==> src/rtl/rv_pkg.sv <==
// rv_pkg: types and width defaults shared by the integer register-file
// writeback front end.
//   REG_WIDTH  - data width of one register
//   ADDR_WIDTH - register index width
//   reg_addr_t - register index
//   wb_entry_t - one queued load return (destination, data, kill flag)
package rv_pkg;

    localparam int REG_WIDTH  = 32;
    localparam int ADDR_WIDTH = 5;

    typedef logic [ADDR_WIDTH-1:0] reg_addr_t;

    typedef struct packed {
        reg_addr_t              rd;
        logic [REG_WIDTH-1:0]   data;
        logic                   kill;   // superseded by a younger ALU write
    } wb_entry_t;

endpackage

==> src/rtl/rf_writeback_if.sv <==
// rf_writeback_if: handshake and write-port bundle of rf_writeback.
//   ALU completion : alu_valid / alu_ready / alu_rd / alu_data
//   Load return    : load_valid / load_ready / load_rd / load_data
//   Write port     : rd / write_data / reg_write
//   Hazard export  : pending_mask
// Modports: master = producer / consumer side, slave = rf_writeback.
interface rf_writeback_if #(
    parameter int REG_WIDTH  = rv_pkg::REG_WIDTH,
    parameter int ADDR_WIDTH = rv_pkg::ADDR_WIDTH
);
    logic                         alu_valid;
    logic                         alu_ready;
    logic [ADDR_WIDTH-1:0]        alu_rd;
    logic [REG_WIDTH-1:0]         alu_data;
    logic                         load_valid;
    logic                         load_ready;
    logic [ADDR_WIDTH-1:0]        load_rd;
    logic [REG_WIDTH-1:0]         load_data;
    logic [ADDR_WIDTH-1:0]        rd;
    logic [REG_WIDTH-1:0]         write_data;
    logic                         reg_write;
    logic [(1<<ADDR_WIDTH)-1:0]   pending_mask;

    modport master (
        output alu_valid, alu_rd, alu_data, load_valid, load_rd, load_data,
        input  alu_ready, load_ready, rd, write_data, reg_write, pending_mask
    );

    modport slave (
        input  alu_valid, alu_rd, alu_data, load_valid, load_rd, load_data,
        output alu_ready, load_ready, rd, write_data, reg_write, pending_mask
    );
endinterface

==> src/rtl/wb_fifo.sv <==
// wb_fifo: DEPTH-entry queue of load returns awaiting the write port.
//   clk, rst       - clock, synchronous active-high reset (empties queue)
//   push/push_entry, pop - enqueue / dequeue; ignored when full / empty
//   kill_set       - per-slot request to set the kill flag this cycle
//   full, empty    - from registered pointers carrying an extra wrap bit
//   head           - oldest entry
//   live, entry_rd, entry_kill - per-slot view for kill-marking and the mask
module wb_fifo
    import rv_pkg::*;
#(
    parameter int DEPTH = 4
) (
    input  logic             clk,
    input  logic             rst,
    input  logic             push,
    input  wb_entry_t        push_entry,
    input  logic             pop,
    input  logic [DEPTH-1:0] kill_set,
    output logic             full,
    output logic             empty,
    output wb_entry_t        head,
    output logic [DEPTH-1:0] live,
    output reg_addr_t        entry_rd [DEPTH],
    output logic [DEPTH-1:0] entry_kill
);
    localparam int PW = $clog2(DEPTH);

    wb_entry_t   mem [DEPTH];
    logic [PW:0] wr_ptr;
    logic [PW:0] rd_ptr;
    logic [PW:0] count;

    assign count = wr_ptr - rd_ptr;
    assign empty = (wr_ptr == rd_ptr);
    assign full  = (wr_ptr[PW] != rd_ptr[PW]) && (wr_ptr[PW-1:0] == rd_ptr[PW-1:0]);
    assign head  = mem[rd_ptr[PW-1:0]];

    // A slot is live when its distance from the head is below the fill count.
    always_comb begin
        logic [PW-1:0] offs;
        offs = '0;
        live = '0;
        for (int i = 0; i < DEPTH; i++) begin
            offs    = PW'(i) - rd_ptr[PW-1:0];
            live[i] = ({1'b0, offs} < count);
        end
    end

    always_comb begin
        for (int i = 0; i < DEPTH; i++) begin
            entry_rd[i]   = mem[i].rd;
            entry_kill[i] = mem[i].kill;
        end
    end

    always_ff @(posedge clk) begin
        if (rst) begin
            wr_ptr <= '0;
            rd_ptr <= '0;
            for (int i = 0; i < DEPTH; i++) begin
                mem[i].kill <= 1'b0;
            end
        end else begin
            for (int i = 0; i < DEPTH; i++) begin
                if (kill_set[i]) begin
                    mem[i].kill <= 1'b1;
                end
            end
            if (push && !full) begin
                mem[wr_ptr[PW-1:0]] <= push_entry;
                wr_ptr              <= wr_ptr + 1'b1;
            end
            if (pop && !empty) begin
                rd_ptr <= rd_ptr + 1'b1;
            end
        end
    end
endmodule

==> src/rtl/rf_writeback.sv <==
// rf_writeback: merges ALU results and queued load returns onto the single
// register-file write port, with x0 suppression, write-after-write kill of
// stale queued loads, and a starvation limit that forces a queue drain.
//   clk, rst - clock, synchronous active-high reset
//   bus      - rf_writeback_if.slave (ALU / load handshakes, write port,
//              pending_mask)
module rf_writeback
    import rv_pkg::*;
#(
    parameter int REG_WIDTH    = rv_pkg::REG_WIDTH,
    parameter int ADDR_WIDTH   = rv_pkg::ADDR_WIDTH,
    parameter int DEPTH        = 4,
    parameter int STARVE_LIMIT = 8
) (
    input  logic           clk,
    input  logic           rst,
    rf_writeback_if.slave  bus
);
    localparam int CW = $clog2(STARVE_LIMIT + 1);

    logic             fifo_full;
    logic             fifo_empty;
    wb_entry_t        head;
    wb_entry_t        push_entry;
    logic [DEPTH-1:0] live;
    reg_addr_t        entry_rd [DEPTH];
    logic [DEPTH-1:0] entry_kill;
    logic [DEPTH-1:0] kill_set;
    logic             push;
    logic             pop;

    logic [CW-1:0]    starve_cnt;
    logic             force_drain;
    logic             alu_acc;
    logic             alu_emit;

    logic                  rw_d;
    logic [ADDR_WIDTH-1:0] rd_d;
    logic [REG_WIDTH-1:0]  data_d;
    logic [(1<<ADDR_WIDTH)-1:0] mask_c;

    // Handshakes depend on registered state only.
    assign force_drain    = !fifo_empty && (starve_cnt == CW'(STARVE_LIMIT));
    assign bus.alu_ready  = !force_drain;
    assign bus.load_ready = !fifo_full;

    assign alu_acc  = bus.alu_valid && !force_drain;
    assign alu_emit = alu_acc && (bus.alu_rd != '0);

    // Loads to x0 are accepted and dropped.
    assign push       = bus.load_valid && !fifo_full && (bus.load_rd != '0);
    assign push_entry = '{rd: bus.load_rd, data: bus.load_data, kill: 1'b0};

    wb_fifo #(.DEPTH(DEPTH)) u_fifo (
        .clk        (clk),
        .rst        (rst),
        .push       (push),
        .push_entry (push_entry),
        .pop        (pop),
        .kill_set   (kill_set),
        .full       (fifo_full),
        .empty      (fifo_empty),
        .head       (head),
        .live       (live),
        .entry_rd   (entry_rd),
        .entry_kill (entry_kill)
    );

    // Queued loads are older than the ALU result arriving now, so an ALU
    // write to the same register makes them dead. A load pushed this cycle
    // is not yet live and therefore never matches.
    always_comb begin
        kill_set = '0;
        for (int i = 0; i < DEPTH; i++) begin
            kill_set[i] = alu_emit && live[i] && (entry_rd[i] == bus.alu_rd);
        end
    end

    always_comb begin
        pop    = 1'b0;
        rw_d   = 1'b0;
        rd_d   = '0;
        data_d = '0;
        if (force_drain) begin
            pop = 1'b1;
        end else if (alu_emit) begin
            rw_d   = 1'b1;
            rd_d   = bus.alu_rd;
            data_d = bus.alu_data;
        end else if (!fifo_empty) begin
            pop = 1'b1;
        end
        // A killed head still leaves the queue but takes an empty write slot.
        if (pop && !head.kill) begin
            rw_d   = 1'b1;
            rd_d   = head.rd;
            data_d = head.data;
        end
    end

    always_ff @(posedge clk) begin
        if (rst) begin
            bus.reg_write  <= 1'b0;
            bus.rd         <= '0;
            bus.write_data <= '0;
        end else begin
            bus.reg_write  <= rw_d;
            bus.rd         <= rd_d;
            bus.write_data <= data_d;
        end
    end

    always_ff @(posedge clk) begin
        if (rst) begin
            starve_cnt <= '0;
        end else if (fifo_empty || pop) begin
            starve_cnt <= '0;
        end else if (starve_cnt != CW'(STARVE_LIMIT)) begin
            starve_cnt <= starve_cnt + 1'b1;
        end
    end

    always_comb begin
        mask_c = '0;
        for (int i = 0; i < DEPTH; i++) begin
            if (live[i] && !entry_kill[i]) begin
                mask_c[entry_rd[i]] = 1'b1;
            end
        end
    end

    assign bus.pending_mask = mask_c;
endmodule

==> src/flat_wrapper.sv <==
// flat-port wrapper written by rule: the top's interface ports become plain ports
module rf_writeback_flat import rv_pkg::*;
#(
    parameter int REG_WIDTH    = rv_pkg::REG_WIDTH,
    parameter int ADDR_WIDTH   = rv_pkg::ADDR_WIDTH,
    parameter int DEPTH        = 4,
    parameter int STARVE_LIMIT = 8
)
  (clk, rst, bus_alu_valid, bus_alu_rd, bus_alu_data, bus_load_valid, bus_load_rd, bus_load_data, bus_alu_ready, bus_load_ready, bus_rd, bus_write_data, bus_reg_write, bus_pending_mask);
  rf_writeback_if #(.REG_WIDTH(REG_WIDTH), .ADDR_WIDTH(ADDR_WIDTH)) bus_i ();
  input  logic clk;
  input  logic rst;
  input wire logic [$bits(bus_i.alu_valid)-1:0] bus_alu_valid;
  input wire logic [$bits(bus_i.alu_rd)-1:0] bus_alu_rd;
  input wire logic [$bits(bus_i.alu_data)-1:0] bus_alu_data;
  input wire logic [$bits(bus_i.load_valid)-1:0] bus_load_valid;
  input wire logic [$bits(bus_i.load_rd)-1:0] bus_load_rd;
  input wire logic [$bits(bus_i.load_data)-1:0] bus_load_data;
  output wire logic [$bits(bus_i.alu_ready)-1:0] bus_alu_ready;
  output wire logic [$bits(bus_i.load_ready)-1:0] bus_load_ready;
  output wire logic [$bits(bus_i.rd)-1:0] bus_rd;
  output wire logic [$bits(bus_i.write_data)-1:0] bus_write_data;
  output wire logic [$bits(bus_i.reg_write)-1:0] bus_reg_write;
  output wire logic [$bits(bus_i.pending_mask)-1:0] bus_pending_mask;
  assign bus_i.alu_valid = bus_alu_valid;
  assign bus_i.alu_rd = bus_alu_rd;
  assign bus_i.alu_data = bus_alu_data;
  assign bus_i.load_valid = bus_load_valid;
  assign bus_i.load_rd = bus_load_rd;
  assign bus_i.load_data = bus_load_data;
  assign bus_alu_ready = bus_i.alu_ready;
  assign bus_load_ready = bus_i.load_ready;
  assign bus_rd = bus_i.rd;
  assign bus_write_data = bus_i.write_data;
  assign bus_reg_write = bus_i.reg_write;
  assign bus_pending_mask = bus_i.pending_mask;
  rf_writeback #(.REG_WIDTH(REG_WIDTH), .ADDR_WIDTH(ADDR_WIDTH), .DEPTH(DEPTH), .STARVE_LIMIT(STARVE_LIMIT)) u_core (.clk(clk), .rst(rst), .bus(bus_i));
endmodule
==> config.mk <==
export PLATFORM = sky130hd
export DESIGN_NAME = rf_writeback_flat
export DESIGN_NICKNAME = d
export VERILOG_FILES = /design/src/rtl/rv_pkg.sv /design/src/rtl/rf_writeback_if.sv /design/src/rtl/wb_fifo.sv /design/src/rtl/rf_writeback.sv /design/src/flat_wrapper.sv
export SDC_FILE = /design/constraint.sdc
export NUM_CORES = 1
export LEC_CHECK = 0
export ABC_AREA = 1
export CORE_MARGIN = 1
export CORE_UTILIZATION = 35
export CTS_CLUSTER_SIZE = 30
export DETAILED_ROUTE_END_ITERATION = 6
export PLACE_DENSITY_LB_ADDON = 0.12
export SLEW_MARGIN = 40
export SYNTH_ARGS = -nofsm -noshare
export SYNTH_HDL_FRONTEND = slang
export SYNTH_HIERARCHICAL = 1
export SYNTH_SLANG_ARGS = --single-unit
==> constraint.sdc <==
create_clock -name clk -period 3.85 [get_ports clk]
set_input_delay 1.155 -clock clk [delete_from_list [all_inputs] [get_ports clk]]
set_output_delay 1.155 -clock clk [all_outputs]
set_load 0.005 [all_outputs]
**Word level (Yosys, flattened, before mapping)**

Memories as Yosys holds them, arrays and structs flattened. A register that Yosys moved wholly into a read port is not among the register bits.
Index checks and enable logic that the tools add are counted.

- Bits in writable memories: 152
- Output and inout bits: 72
- Word-level logic and storage cells: 127
- Memories kept: 1
- Register bits: 48
- Input port bits: 78

- Reduce and logical (&&, ||, !) cells: 37
- Bitwise logic cells: 7
- Magnitude comparators: 12
- Equal/unequal tests: 9
- Add/sub/neg operators: 8
- Muxes and demuxes: 47

Memories:

| memory | depth | width | rd ports | clocked after Yosys merged registers in | write ports | RTL line | RTL |
|---|---|---|---|---|---|---|---|
| u_core.u_fifo.mem | 4 | 38 | 5 | 1 | 5 | wb_fifo.sv:28 | `wb_entry_t mem [DEPTH];` |

Operator list:

| cell | count |
|---|---|
| two-way mux 32 bit | 7 |
| bitwise OR 32 bit | 3 |
| two-way mux 1 bit | 31 |
| logical AND 1 bit | 25 |
| < comparator 5 x 6 -> 1 bit (second input constant) | 4 |
| demux 1 bit (select 5 bit) | 4 |
| == test 5 bit | 4 |
| greater-or-equal comparator 5 x 1 -> 1 bit (second input constant) | 4 |
| two-way mux 5 bit | 3 |
| < comparator 2 x 3 -> 1 bit | 4 |
| nonzero test 5 bit | 2 |
| zero test 1 bit | 8 |
| adder 3 x 1 -> 3 bit (second input constant) | 2 |
| adder 4 x 1 -> 4 bit (second input constant) | 1 |
| == test 4 bit (second input constant) | 1 |
| two-way mux 2 bit | 2 |
| != test 4 bit (second input constant) | 1 |
| bitwise OR 1 bit | 4 |
| subtractor 1 x 2 -> 2 bit (first input constant) | 2 |
| subtractor 2 bit (first input constant) | 2 |
| == test 3 bit | 1 |
| subtractor 3 bit | 1 |
| == test 2 bit | 1 |
| OR reduction 2 bit | 1 |
| 2 further kinds | 2 |

**Logic depth before layout (Yosys ltp)**

- Depth in word-level cells: 12
- Mapped depth: 16
- Depth with buffers taken out: 16

**Cells and area by module**

Netlist, hierarchy kept.

By module, submodules not included:

| module | times used | cells each | area an instance (um2) |
|---|---|---|---|
| wb_fifo | 1 | 505 | 6586.3 |
| rf_writeback | 1 | 567 | 3469.6 |

**Worst setup path before layout**

OpenSTA, ideal clock, no wires.

- Kind: register to output
- From: register u_core.u_fifo.wr_ptr[0]
- To: output bus_pending_mask[29]
- Cell stages (with the launch flop): 14
- Path slack: 109 ps
- Buffers on the path: 0
- Data arrival time: 2586 ps
- Path through: dfxtp_1 > inv_1 > ha_1 > inv_1 > fa_1 > inv_1 > ha_1 > inv_1 > nor2_1 > o21ai_0 > nand2_1 > nor3_1 > a21oi_1 > o221ai_1

- Longest elaborated chain between the ends: 10

RTL lines:

| item | RTL line | RTL |
|---|---|---|
| start, declared | wb_fifo.sv:29 | `logic [PW:0] wr_ptr;` |
| start signal, assigned | wb_fifo.sv:71 | `wr_ptr <= wr_ptr + 1'b1;` |
| subtractor 3 bit * | wb_fifo.sv:33 | `assign count = wr_ptr - rd_ptr;` |
| < comparator 2 x 3 -> 1 bit * | wb_fifo.sv:45 | `live[i] = ({1'b0, offs} < count);` |
| named net u_core.live[0] | rf_writeback.sv:25 | `logic [DEPTH-1:0] live;` |
| logical AND 1 bit * | rf_writeback.sv:126 | `if (live[i] && !entry_kill[i]) begin` |
| two-way mux 32 bit * | rf_writeback.sv:126 |  |
| bitwise OR 32 bit (no line) | n/a |  |
| two-way mux 32 bit * | rf_writeback.sv:126 |  |
| bitwise OR 32 bit (no line) | n/a |  |
| two-way mux 32 bit * | rf_writeback.sv:126 |  |
| bitwise OR 32 bit (no line) | n/a |  |
| two-way mux 32 bit * | rf_writeback.sv:126 |  |
| end, declared | flat_wrapper.sv:24 | `output wire logic [$bits(bus_i.pending_mask)-1:0] bus_pending_mask;` |

The timed path passes the listed nets; every way through them passes the cells marked *.

**Final worst setup path**

- From: register u_core.u_fifo.wr_ptr[0]
- To: output bus_pending_mask[25]

Same word-level chain as after synthesis.

==> tab_implementation.tex <==
\begin{tabular}{lr}
\hline
Metric & Value \\
\hline
\multicolumn{2}{l}{\textbf{Outcome}} \\
\quad Run status & finished, violations left \\
\quad Violated checks & setup timing \\
\multicolumn{2}{l}{\textbf{Setup path}} \\
\quad Maximum net fanout on the critical path & 4 \\
\quad Data arrival time of the worst path & 3.17 ns \\
\quad Worst Setup Start Kind & flip-flop \\
\quad Required @ worst endpoint & 2.69 ns \\
\quad Worst setup path category & reg -> out \\
\quad Setup crit end kind & output pin \\
\multicolumn{2}{l}{\textbf{Layout}} \\
\quad Sequential cell area & 5539 um\^{}2 \\
\quad Area occupied by multi-input gates & 4049 um\^{}2 \\
\quad Fraction of layout cells with a size suffix above 1 & 0.2209 \\
\quad Area of all placed cells without fillers & 13370 um\^{}2 \\
\quad Area growth from synthesis to layout & 32.98\% \\
\quad Layout net count & 1332 \\
\quad \# fillers & 2649 \\
\multicolumn{2}{l}{\textbf{Power and ir drop}} \\
\quad Internal & 0.004114 W \\
\quad Fraction of power consumed by the clock network & 0.391 \\
\quad Share of power burned in combinational logic & 0.163 \\
\quad Switching Share & 0.2517 \\
\quad Power Dens Cells & 411.1 nW/um\^{}2 \\
\quad Worst supply voltage drop on vdd & 0.2515 mV \\
\quad Standby leakage power & 5.194 nW \\
\quad Net load switching power & 0.001384 W \\
\quad Sequential Power Share & 0.446 \\
\multicolumn{2}{l}{\textbf{Die}} \\
\quad Overall die height & 171.5 um \\
\quad Initial standard-cell utilization of the core & 0.3590 \\
\quad Cell row count & 61 \\
\quad Top-level port count & 150 \\
\quad DIE WIDTH & 171.5 um \\
\quad Area of the core & 28010 um\^{}2 \\
\quad Die area & 29410 um\^{}2 \\
\multicolumn{2}{l}{\textbf{Placed design}} \\
\quad Routability cong. & 0.9823 \\
\quad HPWL after DPL & 20.38 mm \\
\quad Buffers added on ports & 149 \\
\quad Standard cell area after detailed placement & 11960 um\^{}2 \\
\multicolumn{2}{l}{\textbf{Timing}} \\
\quad Worst Hold Margin & 0.4676 ns \\
\quad Final count of pins violating max slew & 0 \\
\quad Pin slew with the least headroom to its limit & 1.031 ns \\
\quad Relative max-transition margin & 0.3071 \\
\quad Setup repair after global routing missed its margin & true \\
\quad Final cycle utilization of the critical path & 1.122 \\
\quad Final Critical Period & 4.321 ns \\
\quad Count of final setup violators & 32 \\
\quad Number of hold violations in the final report & 0 \\
\quad Final worst clock skew & 0.02503 ns \\
\quad Setup slack after layout & -0.4713 ns \\
\quad Peak clock frequency supported by timing & 0.2314 GHz \\
\multicolumn{2}{l}{\textbf{Synthesis}} \\
\quad Fraction of registers with async set/reset & 0 \\
\quad Synthesized area divided by synthesized cell count & 9.380 um\^{}2 \\
\quad EDFF count, synth & 149 \\
\quad Largest area contributor in the netlist & sky130\_fd\_sc\_hd\_\_edfxtp\_1 \\
\quad Proportion of netlist area held by the largest area contributor & 0.4449 \\
\quad Leading register cell type out of synthesis & sky130\_fd\_sc\_hd\_\_edfxtp\_1 \\
\quad Number of distinct library cell variants in the gate-level netlist after synthesis & 39 \\
\quad Yosys warnings & 6 \\
\quad Total of flip-flops plus latches after synthesis & 202 \\
\quad Post-synthesis cell area & 10060 um\^{}2 \\
\quad Top post-synthesis cells by area & sky130\_fd\_sc\_hd\_\_edfxtp\_1 44\%, sky130\_fd\_sc\_hd\_\_dfxtp\_1 11\%, sky130\_fd\_sc\_hd\_\_nand4\_1 5.6\% \\
\quad Portion of the post-synthesis area used by sequential elements & 0.5505 \\
\quad Syn Inst Count & 1072 \\
\multicolumn{2}{l}{\textbf{Drt}} \\
\quad Antenna Violating Nets Remaining & 0 \\
\quad DRC violation total after the first TritonRoute iteration & 611 \\
\quad Drt wl/cell & 19.10 um \\
\quad DRC violations left & 0 \\
\quad Number of detailed-route iterations in the first pass & 5 \\
\quad Total wire length after detailed routing & 31.20 mm \\
\quad Routed vias/inst & 5.160 \\
\quad Via count & 8432 \\
\multicolumn{2}{l}{\textbf{Clock network}} \\
\quad Reg clk slew, reported paths & 0.06 ns \\
\quad CTS tree & done \\
\quad Master cell of the clock root buffer & sky130\_fd\_sc\_hd\_\_clkbuf\_16 \\
\quad Maximum clock path buffer count & 3 \\
\quad Clk sink count & 202 \\
\quad Number of clock buffers inserted by TritonCTS & 23 \\
\quad Maximum level of the CTS H-tree & 1 \\
\quad Clock latency on the worst-skew pair & 0.51 ns \\
\quad Hold-fix buffers, CTS & 0 \\
\multicolumn{2}{l}{\textbf{Worst hold path}} \\
\quad Hold/Removal Path Class & reg -> reg \\
\multicolumn{2}{l}{\textbf{Global routing}} \\
\quad GR Util All Layers & 0.2131 \\
\quad Pin count of the biggest net entering global routing & 65 \\
\quad Via count of the first global-routing pass & 8339 \\
\quad Wire length of the first global-routing pass & 47.66 mm \\
\quad Number of antenna violations at the first check in global routing & 2 \\
\quad Total gr overflow & 0 \\
\multicolumn{2}{l}{\textbf{Flow run}} \\
\quad Max capacitance violation total & 0 \\
\hline
\end{tabular}
## worst max-delay path, cell delays in order (launching register included)
cell	delay, ns
sky130_fd_sc_hd__dfxtp_2	0.32
sky130_fd_sc_hd__inv_2	0.06
sky130_fd_sc_hd__ha_4	0.12
sky130_fd_sc_hd__inv_2	0.03
sky130_fd_sc_hd__fa_1	0.51
sky130_fd_sc_hd__inv_2	0.08
sky130_fd_sc_hd__buf_6	0.13
sky130_fd_sc_hd__ha_4	0.22
sky130_fd_sc_hd__inv_2	0.05
sky130_fd_sc_hd__nor2_2	0.03
sky130_fd_sc_hd__o21ai_1	0.13
sky130_fd_sc_hd__buf_4	0.14
sky130_fd_sc_hd__nand2_4	0.08
sky130_fd_sc_hd__nor3_4	0.28
sky130_fd_sc_hd__buf_6	0.17
sky130_fd_sc_hd__a21oi_2	0.05
sky130_fd_sc_hd__o221ai_2	0.10
sky130_fd_sc_hd__buf_2	0.15
## path summary, 6_finish.rpt
| kind | start | end | slack, ns | depth (start not counted) |
|---|---|---|---|---|
| worst max register to register | u_core/u_fifo/rd_ptr[1]$_SDFFE_PP0P_ | u_core/u_fifo/mem[3][0]$_DFFE_PP_ | 0.79 | 14 |
| worst min-delay path | u_core/starve_cnt[0]$_SDFFE_PP0P_ | u_core/starve_cnt[0]$_SDFFE_PP0P_ | 0.47 | 1 |
| worst max-delay path | u_core/u_fifo/wr_ptr[0]$_SDFFE_PP0P_ | bus_pending_mask[25] | -0.47 | 17 |
| worst min register to register | u_core/starve_cnt[0]$_SDFFE_PP0P_ | u_core/starve_cnt[0]$_SDFFE_PP0P_ | 0.47 | 1 |
## cells in the final DEF, fill, tap and decap left out, drive strengths merged
cell type      instances
o22ai                 38
inv                  122
clkbuf                29
nand3                 53
xnor2                  9
conb                   4
dfxtp                 53
nor2                 135
a21boi                 1
fa                     1
nand4                 90
a22oi                  3
or2                    1
ha                    16
clkinv                12
nor4                   1
a21oi                 51
o2111ai               10
o21ai                 84
xor2                   8
nor3                  15
bufinv                 2
edfxtp               149
o221ai                12
clkdlybuf4s50        117
nand2                132
buf                  106
diode                  2
## cells by family after synthesis
logic type,synth area share
other,0.0003729
DFF,0.5505
buffers and inverters,0.09742
adders and majority gates,0.02190
AOI/OAI and AO/OA,0.1152
xor gates and xnor gates,0.01481
and+or+nand+nor,0.1998
## power by group through the flow
stage	Sequential, W	Clock (W)	Combinational [W]
final	0.00245	0.00215	0.000894
after floorplan	0.00249	0	0.000398
after global routing	0.00246	0.00227	0.000973
after CTS	0.00245	0.00220	0.000864
after global placement	0.00250	0	0.000766
after detailed placement	0.00250	0	0.000768
## routing by layer
layer  vias to the layer above  part of all wire  GRT usage
met5                         -                 0          0
met3                        68             0.051    0.03290
met2                       268              0.49     0.3631
met4                         0             0.026    0.06871
met1                      4023              0.43     0.2757
li1                       4073                 -          -
## timing repair
action,in CTS,in global routing
endpoints found under the setup margin,32,32
gates resized for setup,230,40
buffers inserted,25,3
pin swaps,35,11
## area by class of cell
| class | instances | area share |
|---|---|---|
| tap | 378 | 0.03537 |
| sequential | 202 | 0.4142 |
| inverter | 123 | 0.03546 |
| multi-input combinational | 664 | 0.3028 |
| clock inverter | 13 | 0.008982 |
| clock buffer | 29 | 0.04772 |
| timing repair buffer | 223 | 0.1551 |
| antenna | 2 | 0.0003743 |
## state kept, by name (all words and copies together) (netlist names), named ones only
signal,flops
u_core/u_fifo/mem,152
u_core/bus.write_data,32
u_core/u_fifo/rd_ptr,3
u_core/bus.reg_write,1
u_core/u_fifo/wr_ptr,3
u_core/starve_cnt,4
u_core/bus.rd,5
## Yosys cell counts, types with 3 or more instances
| cell type | instances |
|---|---|
| sky130_fd_sc_hd__edfxtp_1 | 149 |
| sky130_fd_sc_hd__nor2_1 | 133 |
| sky130_fd_sc_hd__nand2_1 | 127 |
| sky130_fd_sc_hd__inv_1 | 110 |
| sky130_fd_sc_hd__nand4_1 | 90 |
| sky130_fd_sc_hd__o21ai_0 | 77 |
| sky130_fd_sc_hd__dfxtp_1 | 53 |
| sky130_fd_sc_hd__nand3_1 | 48 |
| sky130_fd_sc_hd__a21oi_1 | 46 |
| sky130_fd_sc_hd__o22ai_1 | 38 |
| sky130_fd_sc_hd__buf_4 | 31 |
| sky130_fd_sc_hd__clkbuf_1 | 20 |
| sky130_fd_sc_hd__buf_2 | 19 |
| sky130_fd_sc_hd__ha_1 | 16 |
| sky130_fd_sc_hd__nor3_1 | 14 |
| sky130_fd_sc_hd__inv_2 | 12 |
| sky130_fd_sc_hd__o221ai_1 | 12 |
| sky130_fd_sc_hd__o2111ai_1 | 10 |
| sky130_fd_sc_hd__xnor2_1 | 9 |
| sky130_fd_sc_hd__xor2_1 | 8 |
| sky130_fd_sc_hd__buf_1 | 7 |
| sky130_fd_sc_hd__buf_6 | 7 |
| sky130_fd_sc_hd__o21ai_1 | 6 |
| sky130_fd_sc_hd__a21oi_2 | 5 |
| sky130_fd_sc_hd__nand2_2 | 4 |
| sky130_fd_sc_hd__a22oi_1 | 3 |
| sky130_fd_sc_hd__nand3_4 | 3 |
## through the flow
stage | std cells | utilization | total power [W] | setup slack, ns | TNS [ns]
2_1_floorplan | 1075 | - | 0.002888 | 0.1087 | 0
3_3_place_gp | 1566 | 0.4271 | 0.003262 | -0.3826 | -11.16
3_5_place_dp | 1566 | 0.4271 | 0.003264 | -0.3964 | -11.18
4_1_cts | 1632 | 0.4704 | 0.005517 | -0.4565 | -12.21
5_1_grt | 1633 | 0.4773 | 0.005705 | -0.5952 | -17.07
6_report | 1634 | 0.4774 | 0.005497 | -0.4713 | -12.30
No activity file was read; power rests on OpenSTA's default activity.
